File: src/rtl/sdram_port_arbiter.sv
// Shares the single sdram_controller host port between an instruction-fetch master (A) and a data master (B).
// One transaction outstanding at a time; round robin, or A-preferred with a B anti-starvation limit.
module sdram_port_arbiter #(
    parameter int ADDR_WIDTH = 30,
    parameter bit FIXED_PRIO = 1'b0,
    parameter int MAX_BURST  = 4
) (
    input  logic                  clk,
    input  logic                  rst_n,
    input  logic                  a_cs,
    input  logic [ADDR_WIDTH-1:0] a_addr,
    input  logic                  a_wr_en,
    input  logic [3:0]            a_bytesel,
    input  logic [31:0]           a_wdata,
    output logic [31:0]           a_rdata,
    output logic                  a_compl,
    input  logic                  b_cs,
    input  logic [ADDR_WIDTH-1:0] b_addr,
    input  logic                  b_wr_en,
    input  logic [3:0]            b_bytesel,
    input  logic [31:0]           b_wdata,
    output logic [31:0]           b_rdata,
    output logic                  b_compl,
    output logic                  m_cs,
    output logic [ADDR_WIDTH-1:0] m_addr,
    output logic                  m_wr_en,
    output logic [3:0]            m_bytesel,
    output logic [31:0]           m_wdata,
    input  logic [31:0]           m_rdata,
    input  logic                  m_compl,
    input  logic                  m_config_done,
    output logic [1:0]            dbg_state
);

    typedef enum logic [1:0] {
        IDLE    = 2'd0,
        GRANT_A = 2'd1,
        GRANT_B = 2'd2
    } state_t;

    localparam logic [3:0] BURST_LIMIT = 4'(MAX_BURST);

    state_t     state, state_next;
    logic       last_b, last_b_next;
    logic [3:0] burst_cnt, burst_cnt_next;
    logic       pick_b;

    always_ff @(posedge clk or negedge rst_n) begin
        if (!rst_n) begin
            state     <= IDLE;
            last_b    <= 1'b1;
            burst_cnt <= 4'd0;
        end else begin
            state     <= state_next;
            last_b    <= last_b_next;
            burst_cnt <= burst_cnt_next;
        end
    end

    // Contention resolution; only meaningful when at least one port requests.
    always_comb begin
        pick_b = 1'b0;
        if (b_cs && !a_cs) begin
            pick_b = 1'b1;
        end else if (a_cs && b_cs) begin
            pick_b = FIXED_PRIO ? (burst_cnt == BURST_LIMIT) : !last_b;
        end
    end

    always_comb begin
        state_next     = state;
        last_b_next    = last_b;
        burst_cnt_next = burst_cnt;
        case (state)
            IDLE: begin
                if (!a_cs) burst_cnt_next = 4'd0;
                if (m_config_done && (a_cs || b_cs)) begin
                    if (pick_b) begin
                        state_next     = GRANT_B;
                        burst_cnt_next = 4'd0;
                    end else begin
                        state_next = GRANT_A;
                        if (burst_cnt != 4'hf) burst_cnt_next = burst_cnt + 4'd1;
                    end
                end
            end
            GRANT_A: begin
                if (m_compl) begin
                    state_next  = IDLE;
                    last_b_next = 1'b0;
                end
            end
            GRANT_B: begin
                if (m_compl) begin
                    state_next  = IDLE;
                    last_b_next = 1'b1;
                end
            end
            default: state_next = IDLE;
        endcase
    end

    // The grant is held until m_compl whatever the master does with cs.
    always_comb begin
        m_cs      = 1'b0;
        m_addr    = '0;
        m_wr_en   = 1'b0;
        m_bytesel = 4'd0;
        m_wdata   = 32'd0;
        a_compl   = 1'b0;
        b_compl   = 1'b0;
        a_rdata   = 32'd0;
        b_rdata   = 32'd0;
        case (state)
            GRANT_A: begin
                m_cs      = 1'b1;
                m_addr    = a_addr;
                m_wr_en   = a_wr_en;
                m_wdata   = a_wdata;
                m_bytesel = m_compl ? 4'd0 : a_bytesel;
                a_compl   = m_compl;
                a_rdata   = m_rdata;
            end
            GRANT_B: begin
                m_cs      = 1'b1;
                m_addr    = b_addr;
                m_wr_en   = b_wr_en;
                m_wdata   = b_wdata;
                m_bytesel = m_compl ? 4'd0 : b_bytesel;
                b_compl   = m_compl;
                b_rdata   = m_rdata;
            end
            default: ;
        endcase
    end

    assign dbg_state = state;

endmodule
File: config.mk
export PLATFORM = sky130hd
export DESIGN_NAME = sdram_port_arbiter
export DESIGN_NICKNAME = d
export VERILOG_FILES = /design/src/rtl/sdram_port_arbiter.sv
export SDC_FILE = /design/constraint.sdc
export NUM_CORES = 1
export LEC_CHECK = 0
export CAP_MARGIN = 20
export CORE_AREA = 4 4 118 120
export CTS_CLUSTER_DIAMETER = 60
export DETAILED_ROUTE_END_ITERATION = 7
export DIE_AREA = 0 0 122 124
export SETUP_SLACK_MARGIN = 0.1
export SYNTH_ARGS = -nofsm -noshare
export SYNTH_HDL_FRONTEND = slang
export SYNTH_SLANG_ARGS = --single-unit
File: constraint.sdc
create_clock -name clk -period 1.7 [get_ports clk]
set_clock_uncertainty 0.1 [all_clocks]
set_input_delay 0.17 -clock clk [delete_from_list [all_inputs] [get_ports clk]]
set_output_delay 0.17 -clock clk [all_outputs]
set_load 0.02 [all_outputs]
==> flow_metrics.py, run 1 <==
metrics = {
    "global_routing": {
        "gr-usage-all-layers_pct": 13.9,
        "grt_remaining_overflow": 0,
        "grt_pass1_vias": 3303,
        "grt_max_degree": 43,
        "antenna_found_initial": 0,
        "grt_pass1_wl_um": 17000,
    },
    "worst_setup_path": {
        "critical_path.max_stage_delay_ns": 0.42,
        "end_kind": "output port",
        "cpMostUsedCell": "buf_12",
        "critPathSlowestCell": "dfrtp_2",
        "critPathRequiredTime_ns": 1.43,
        "critPathKind": "reg -> out",
        "critPathLaunchType": "register",
        "reg2reg_slack_ns": -0.20,
        "cp-startpoint": "dbg_state[1]$_DFFE_PN0P_",
        "timing.rr.end": "dbg_state[0]$_DFFE_PN0P_",
        "worstPathCellList": "inv_4 > ha_4 > buf_12 > buf_12 > clkbuf_16 > nor2b_4 > buf_6",
        "cp_max_fo": 7,
        "r2r_start": "dbg_state[1]$_DFFE_PN0P_",
        "r2r_cells": 7,
        "cp.arrival_ns": 1.68,
    },
    "floorplan": {
        "fp.dieH_um": 124,
        "die_x_um": 122,
        "die_area_um2": 15100,
        "initial_core_util_pct": 13.0,
        "rows": 42,
        "core_um2": 13000,
        "io_pins": 308,
    },
    "logic_synthesis": {
        "ys_ff_latch": 3,
        "yosys.cell_types.count": 18,
        "yosys-top-cells-area": "a22oi_1, and2_1, nor2b_1",
        "synth_area_leader_cell": "a22oi_1",
        "ys_seq_area_share_pct": 4.53,
        "yosys_warnings": 0,
        "synth_cells": 254,
        "async_reset_ff_share_pct": 100,
        "syn_area_um2": 1690,
        "synth_edf_count": 0,
        "synthFlopType": "dfrtp_1",
        "synthesis.nets": 431,
        "yosys-top-cells-count": "a22oi_1, and2_1, nor2b_1",
        "synth.avg_cell_area_um2": 6.64,
        "synth.top_cell.area_share_pct": 29.8,
    },
    "placed_design": {
        "portBuffers": 307,
        "pre_cts_ws_ns": -0.429,
        "place_area_um2": 5570,
        "place_hpwl_um": 9790,
        "globalplace.congestion": 0.746,
        "dp_cells": 731,
    },
    "route": {
        "vias_per_cell": 4.25,
        "ant_nets": 0,
        "avgRoutedWirePerCell_um": 17.2,
        "drc": 0,
        "num_vias": 3201,
        "dr.pass1.iters": 5,
        "drt_iter0_markers": 73,
        "totalWireLength_um": 13000,
    },
    "clock_tree": {
        "clock_sinks": 3,
        "clk_path_buf_depth": 2,
        "cts_tree": "built",
        "cts_made_buffers": 3,
        "htree_num_levels": 1,
        "clk_pin_slew_worst_paths_ns": 0.03,
        "clk_latency_ns": 0.23,
        "clockRootBuffer": "clkbuf_16",
    },
    "timing": {
        "finalHoldViolations": 0,
        "setup_ws_ns": -0.247,
        "slew_viol_final": 0,
        "fin_setup_tns_ns": -15.25,
        "max-slew-margin-rel_pct": 75.2,
        "worst_pin_slew_ns": 0.369,
        "rsz0062_at_grt": "true",
        "report.final.setup_viol": 135,
        "min_period_ns": 1.95,
        "fmax_mhz": 513,
        "fin_crit_sh_pct": 115,
    },
    "outcome": {
        "violations": "setup timing",
        "status": "finished, violations left",
    },
    "final_layout": {
        "area_growth_pct": 263,
        "fin_util_pct": 47.1,
        "layoutNonFillerInstCount": 753,
        "nFillCells": 1240,
        "design_area_um2": 6110,
        "layout-drive-gt1-share_pct": 60.1,
        "nets": 755,
        "num_antenna_cells": 0,
    },
    "hold_path": {
        "hp-class": "in -> async",
    },
    "job": {
        "maxCapViolCount": 0,
    },
    "power": {
        "cellPowerDensity_nw_per_um2": 1490,
        "p_leak_nw": 2.45,
        "irDropWorstVdd_mv": 0.658,
    },
}
## logic make-up (layout without fill, tap and decap cells)
kind of cell	Yosys count	in the layout	synth area share [%]
buf+inv	31	354	7.94
compound gates	71	71	31.6
flops	3	3	4.53
simple gates	144	144	52.3
fa+ha+maj	5	5	3.71
## stage by stage
stage | total power [W] | hold WS (ns)
2_1_floorplan | 0.00444 | -0.226
3_3_place_gp | 0.00721 | 0.265
3_5_place_dp | 0.00726 | 0.268
4_1_cts | 0.00773 | 0.0287
5_1_grt | 0.00964 | 0.0367
6_report | 0.00914 | 0.0258
## worst max-delay path: cells and delay by family, from the launching register on
family        cells  cell delay, ns
fa+ha+maj         1            0.33
buf+inv           5            0.56
flops             1            0.42
simple gates      1            0.14
## routing by layer
| metal | global-route usage (%) | vias up | routed length, µm |
|---|---|---|---|
| li1 | - | 1530 | - |
| met1 | 15.8 | 1489 | 4840 |
| met2 | 26.4 | 173 | 6840 |
| met3 | 3.91 | 9 | 1200 |
| met4 | 2.17 | 0 | 87 |
| met5 | 0 | - | 0 |
## flip-flops by register name, summed over array words and instances, names as in the netlist
register,flops
dbg_state,2
last_b,1
## timing repair
action / CTS / global route
buffers inserted: 0 / 11
gates resized for setup: 542 / 220
setup endpoints to repair: 138 / 138
gates cloned: 1 / 6
hold buffers: 0 / 0
pin swaps: 20 / 13
## cell usage in the layout, fill, tap and decap left out
master           synthesis  layout
clkdlybuf4s50_1          0     171
buf_6                    0      68
a22oi_2                  0      58
buf_4                    0      53
nor2b_4                  0      44
and2_1                  67      31
and2_2                   0      30
clkbuf_2                 0      18
nor2b_2                  1      17
buf_2                   14      16
buf_12                   0      11
a22oi_1                 67       9
and2_4                   0       6
clkbuf_16                0       6
nand2_1                  5       5
ha_4                     0       5
nor2_2                   0       3
nor2b_1                 63       3
inv_4                    0       2
nand3_1                  2       2
o211ai_1                 2       2
buf_8                    0       2
dfrtp_2                  0       2
dlymetal6s2s_1           0       2
clkdlybuf4s15_2          0       2
nand2b_1                 1       1
nor2_4                   0       1
a22o_1                   1       1
o21ai_0                  1       1
or3b_4                   0       1
clkbuf_1                15       1
buf_16                   0       1
dfstp_2                  1       1
clkdlybuf4s15_1          0       1
## power breakdown
| group | internal, W | switching (W) | leakage [nW] |
|---|---|---|---|
| registers | 0.000118 | 0.0000408 | 0.0339 |
| clock network | 0.000310 | 0.0000710 | 0.0382 |
| logic | 0.00470 | 0.00390 | 2.38 |
| total | 0.00512 | 0.00401 | 2.45 |
## how the worst max path moves through the flow
stage | end | slack, ns | cells after the start
finish | m_addr[23] | -0.25 | 7
global route | m_wdata[15] | -0.30 | 7
CTS | b_rdata[29] | -0.27 | 6
detailed placement | m_addr[2] | -0.43 | 6
global placement | b_rdata[17] | -0.42 | 7
floorplan | m_addr[17] | -0.01 | 6
## layout make-up
| class | instances | area, µm² | area share (%) |
|---|---|---|---|
| repair buffers | 348 | 3460 | 56.5 |
| multi-input cells | 220 | 2270 | 37.1 |
| well taps | 176 | 220 | 3.60 |
| flip-flops and latches | 3 | 78.8 | 1.29 |
| clock buffers | 4 | 78.8 | 1.29 |
| inverters | 2 | 12.5 | 0.205 |
Note: power is estimated with default switching activity, not from simulation.
==> run 2: changes to the inputs <==
CTS_CLUSTER_DIAMETER = default   (was 60)
HOLD_SLACK_MARGIN = 0.15   (was default)
SKIP_LAST_GASP = 1   (was default)
==> run 2 against run 1 <==
  * The flow still finishes with violations (setup timing)
  * Global-route usage rose by 0.086 points
  * Sequential cell count did not move
  * Register-to-register slack got worse by 0.02 ns
  * Utilization down 1.1 points
  * Critical endpoint is now m_wr_en
  * Highest routed layer unchanged
==> flow_metrics.py, run 2 (synthesis gave the netlist of run 1 again) <==
metrics = {
    "hold_path": {
        "hp-class": "reg -> reg",
    },
    "timing": {
        "fin_crit_sh_pct": 116,
        "hold_ws_ns": 0.434,
        "rsz0062_at_grt": "true",
        "worst_pin_slew_ns": 0.352,
        "fmax_mhz": 509,
        "setup_ws_ns": -0.264,
        "report.final.setup_viol": 135,
        "max-slew-margin-rel_pct": 76.3,
        "slew_viol_final": 0,
        "min_period_ns": 1.96,
        "finalHoldViolations": 0,
    },
    "worst_setup_path": {
        "cp_max_fo": 13,
        "end_kind": "output port",
        "cp-startpoint": "dbg_state[1]$_DFFE_PN0P_",
        "critPathRequiredTime_ns": 1.43,
        "critPathKind": "reg -> out",
        "cp.arrival_ns": 1.69,
        "worstSetupEndpoint": "m_wr_en",
        "timing.rr.end": "dbg_state[0]$_DFFE_PN0P_",
        "reg2reg_slack_ns": -0.22,
        "r2r_cells": 7,
        "r2r_start": "dbg_state[1]$_DFFE_PN0P_",
        "critPathLaunchType": "register",
    },
    "final_layout": {
        "num_antenna_cells": 0,
        "layout-drive-gt1-share_pct": 56.8,
        "layout_commonest_cell": "clkdlybuf4s50_1",
        "layoutNonFillerInstCount": 759,
        "area_growth_pct": 254,
        "largest_reg_flops": 2,
        "layout_common_cells": "clkdlybuf4s50_1, a22oi_2, buf_4, and2_1, nor2b_4",
        "nets": 761,
    },
    "global_routing": {
        "grt_remaining_overflow": 0,
        "grt_max_degree": 43,
        "gr-usage-all-layers_pct": 14.0,
        "grt_pass1_vias": 3326,
        "antenna_found_initial": 0,
        "grt_pass1_wl_um": 17100,
    },
    "clock_tree": {
        "cts_made_buffers": 3,
        "clk_latency_ns": 0.23,
        "clock_sinks": 3,
        "cts_tree": "built",
        "clk_pin_slew_worst_paths_ns": 0.03,
        "htree_num_levels": 1,
        "clk_path_buf_depth": 2,
        "clockRootBuffer": "clkbuf_16",
    },
    "outcome": {
        "status": "finished, violations left",
        "violations": "setup timing",
    },
    "power": {
        "report.power.total_w": 0.00880,
        "cellPowerDensity_nw_per_um2": 1470,
        "irDropWorstVdd_mv": 0.699,
        "p_leak_nw": 2.41,
    },
    "route": {
        "vias_per_cell": 4.29,
        "drc": 0,
        "ant_nets": 0,
        "dr.pass1.iters": 4,
        "drt_iter0_markers": 88,
        "totalWireLength_um": 13000,
        "num_vias": 3257,
        "avgRoutedWirePerCell_um": 17.1,
    },
    "floorplan": {
        "die_area_um2": 15100,
        "io_pins": 308,
        "die_x_um": 122,
        "core_um2": 13000,
        "rows": 42,
        "initial_core_util_pct": 13.0,
        "fp.dieH_um": 124,
    },
    "placed_design": {
        "globalplace.congestion": 0.746,
        "dp_cells": 731,
        "place_hpwl_um": 9790,
        "portBuffers": 307,
    },
    "job": {
        "maxCapViolCount": 0,
    },
}
==> run 2: cell types whose count changed in the layout (fill, tap and decap cells not counted), moves of 2 or more <==
cell	change
ha_2	+2
nor2b_2	+9
dlygate4sd2_1	+12
buf_6	-45
clkbuf_2	+15
and2_4	-6
clkdlybuf4s15_2	+19
clkdlybuf4s15_1	+4
buf_2	+7
and2_1	+6
nor2b_4	-9
ha_4	-2
buf_4	-8
==> run 2: worst min path at each step <==
| stage | start | end | slack [ns] | cells after the start |
|---|---|---|---|---|
| global placement | rst_n | dbg_state[1]$_DFFE_PN0P_ | 0.26 | 1 |
| CTS | last_b$_DFFE_PN1P_ | last_b$_DFFE_PN1P_ | 0.44 | 1 |
| finish | last_b$_DFFE_PN1P_ | last_b$_DFFE_PN1P_ | 0.43 | 1 |
| floorplan | rst_n | dbg_state[0]$_DFFE_PN0P_ | -0.23 | 0 |
| detailed placement | rst_n | dbg_state[1]$_DFFE_PN0P_ | 0.27 | 1 |
| global route | last_b$_DFFE_PN1P_ | last_b$_DFFE_PN1P_ | 0.45 | 1 |
==> run 2: where the power goes <==
group	total, W	internal (W)	leakage [nW]	switching, W
Clock	0.000382	0.000310	0.0382	0.0000716
Sequential	0.000159	0.000118	0.0339	0.0000410
Combinational	0.00826	0.00443	2.34	0.00383
Total	0.00880	0.00486	2.41	0.00395
==> run 2: routing by layer <==
metal / up-vias / part of all wire [%] / wire length [µm] / global-route usage, %
met5: - / 0 / 0 / 0
met4: 0 / 0.68 / 88 / 2.17
met3: 11 / 9.4 / 1230 / 4.04
met2: 177 / 53 / 6850 / 26.5
met1: 1521 / 37 / 4820 / 15.9
li1: 1548 / - / - / -
==> run 2: critical path, stage by stage (launching register included) <==
cell             delay, ns
dfrtp_2               0.42
inv_4                 0.07
ha_4                  0.28
buf_12                0.15
buf_12                0.14
nor2b_4               0.14
clkdlybuf4s15_2       0.26
==> run 2: final cells by class <==
cell class                      count  area, µm²
Clock buffer                        4       78.8
Fill cell                        1257       7010
Inverter                            2       12.5
Multi-Input combinational cell    220       2200
Sequential cell                     3       78.8
Tap cell                          176        220
Timing Repair Buffer              354       3390
==> run 2: through the flow <==
stage	setup TNS, ns	utilization (%)	setup WS (ns)	instance area (µm²)
finish	-21.86	46.0	-0.264	5970
global route	-31.03	46.0	-0.338	5970
CTS	-31.65	44.3	-0.276	5740
detailed placement	-46.18	42.9	-0.429	5570
global placement	-44.85	42.9	-0.420	5570
floorplan	-0.181	-	-0.0120	2210
==> run 2: what timing repair did <==
action,CTS,global route
cloned,1,7
resized for setup,396,169
hold buffers,1,0
pin swaps,18,19
endpoints found under the setup margin,138,138
buffers inserted,0,15
endpoints found under the hold margin,2,0
==> run 3: changes to the inputs <==
SLEW_MARGIN = 20   (was default)
==> results of run 3 <==
The final DEF is identical to that of run 2; final timing and power are the same.
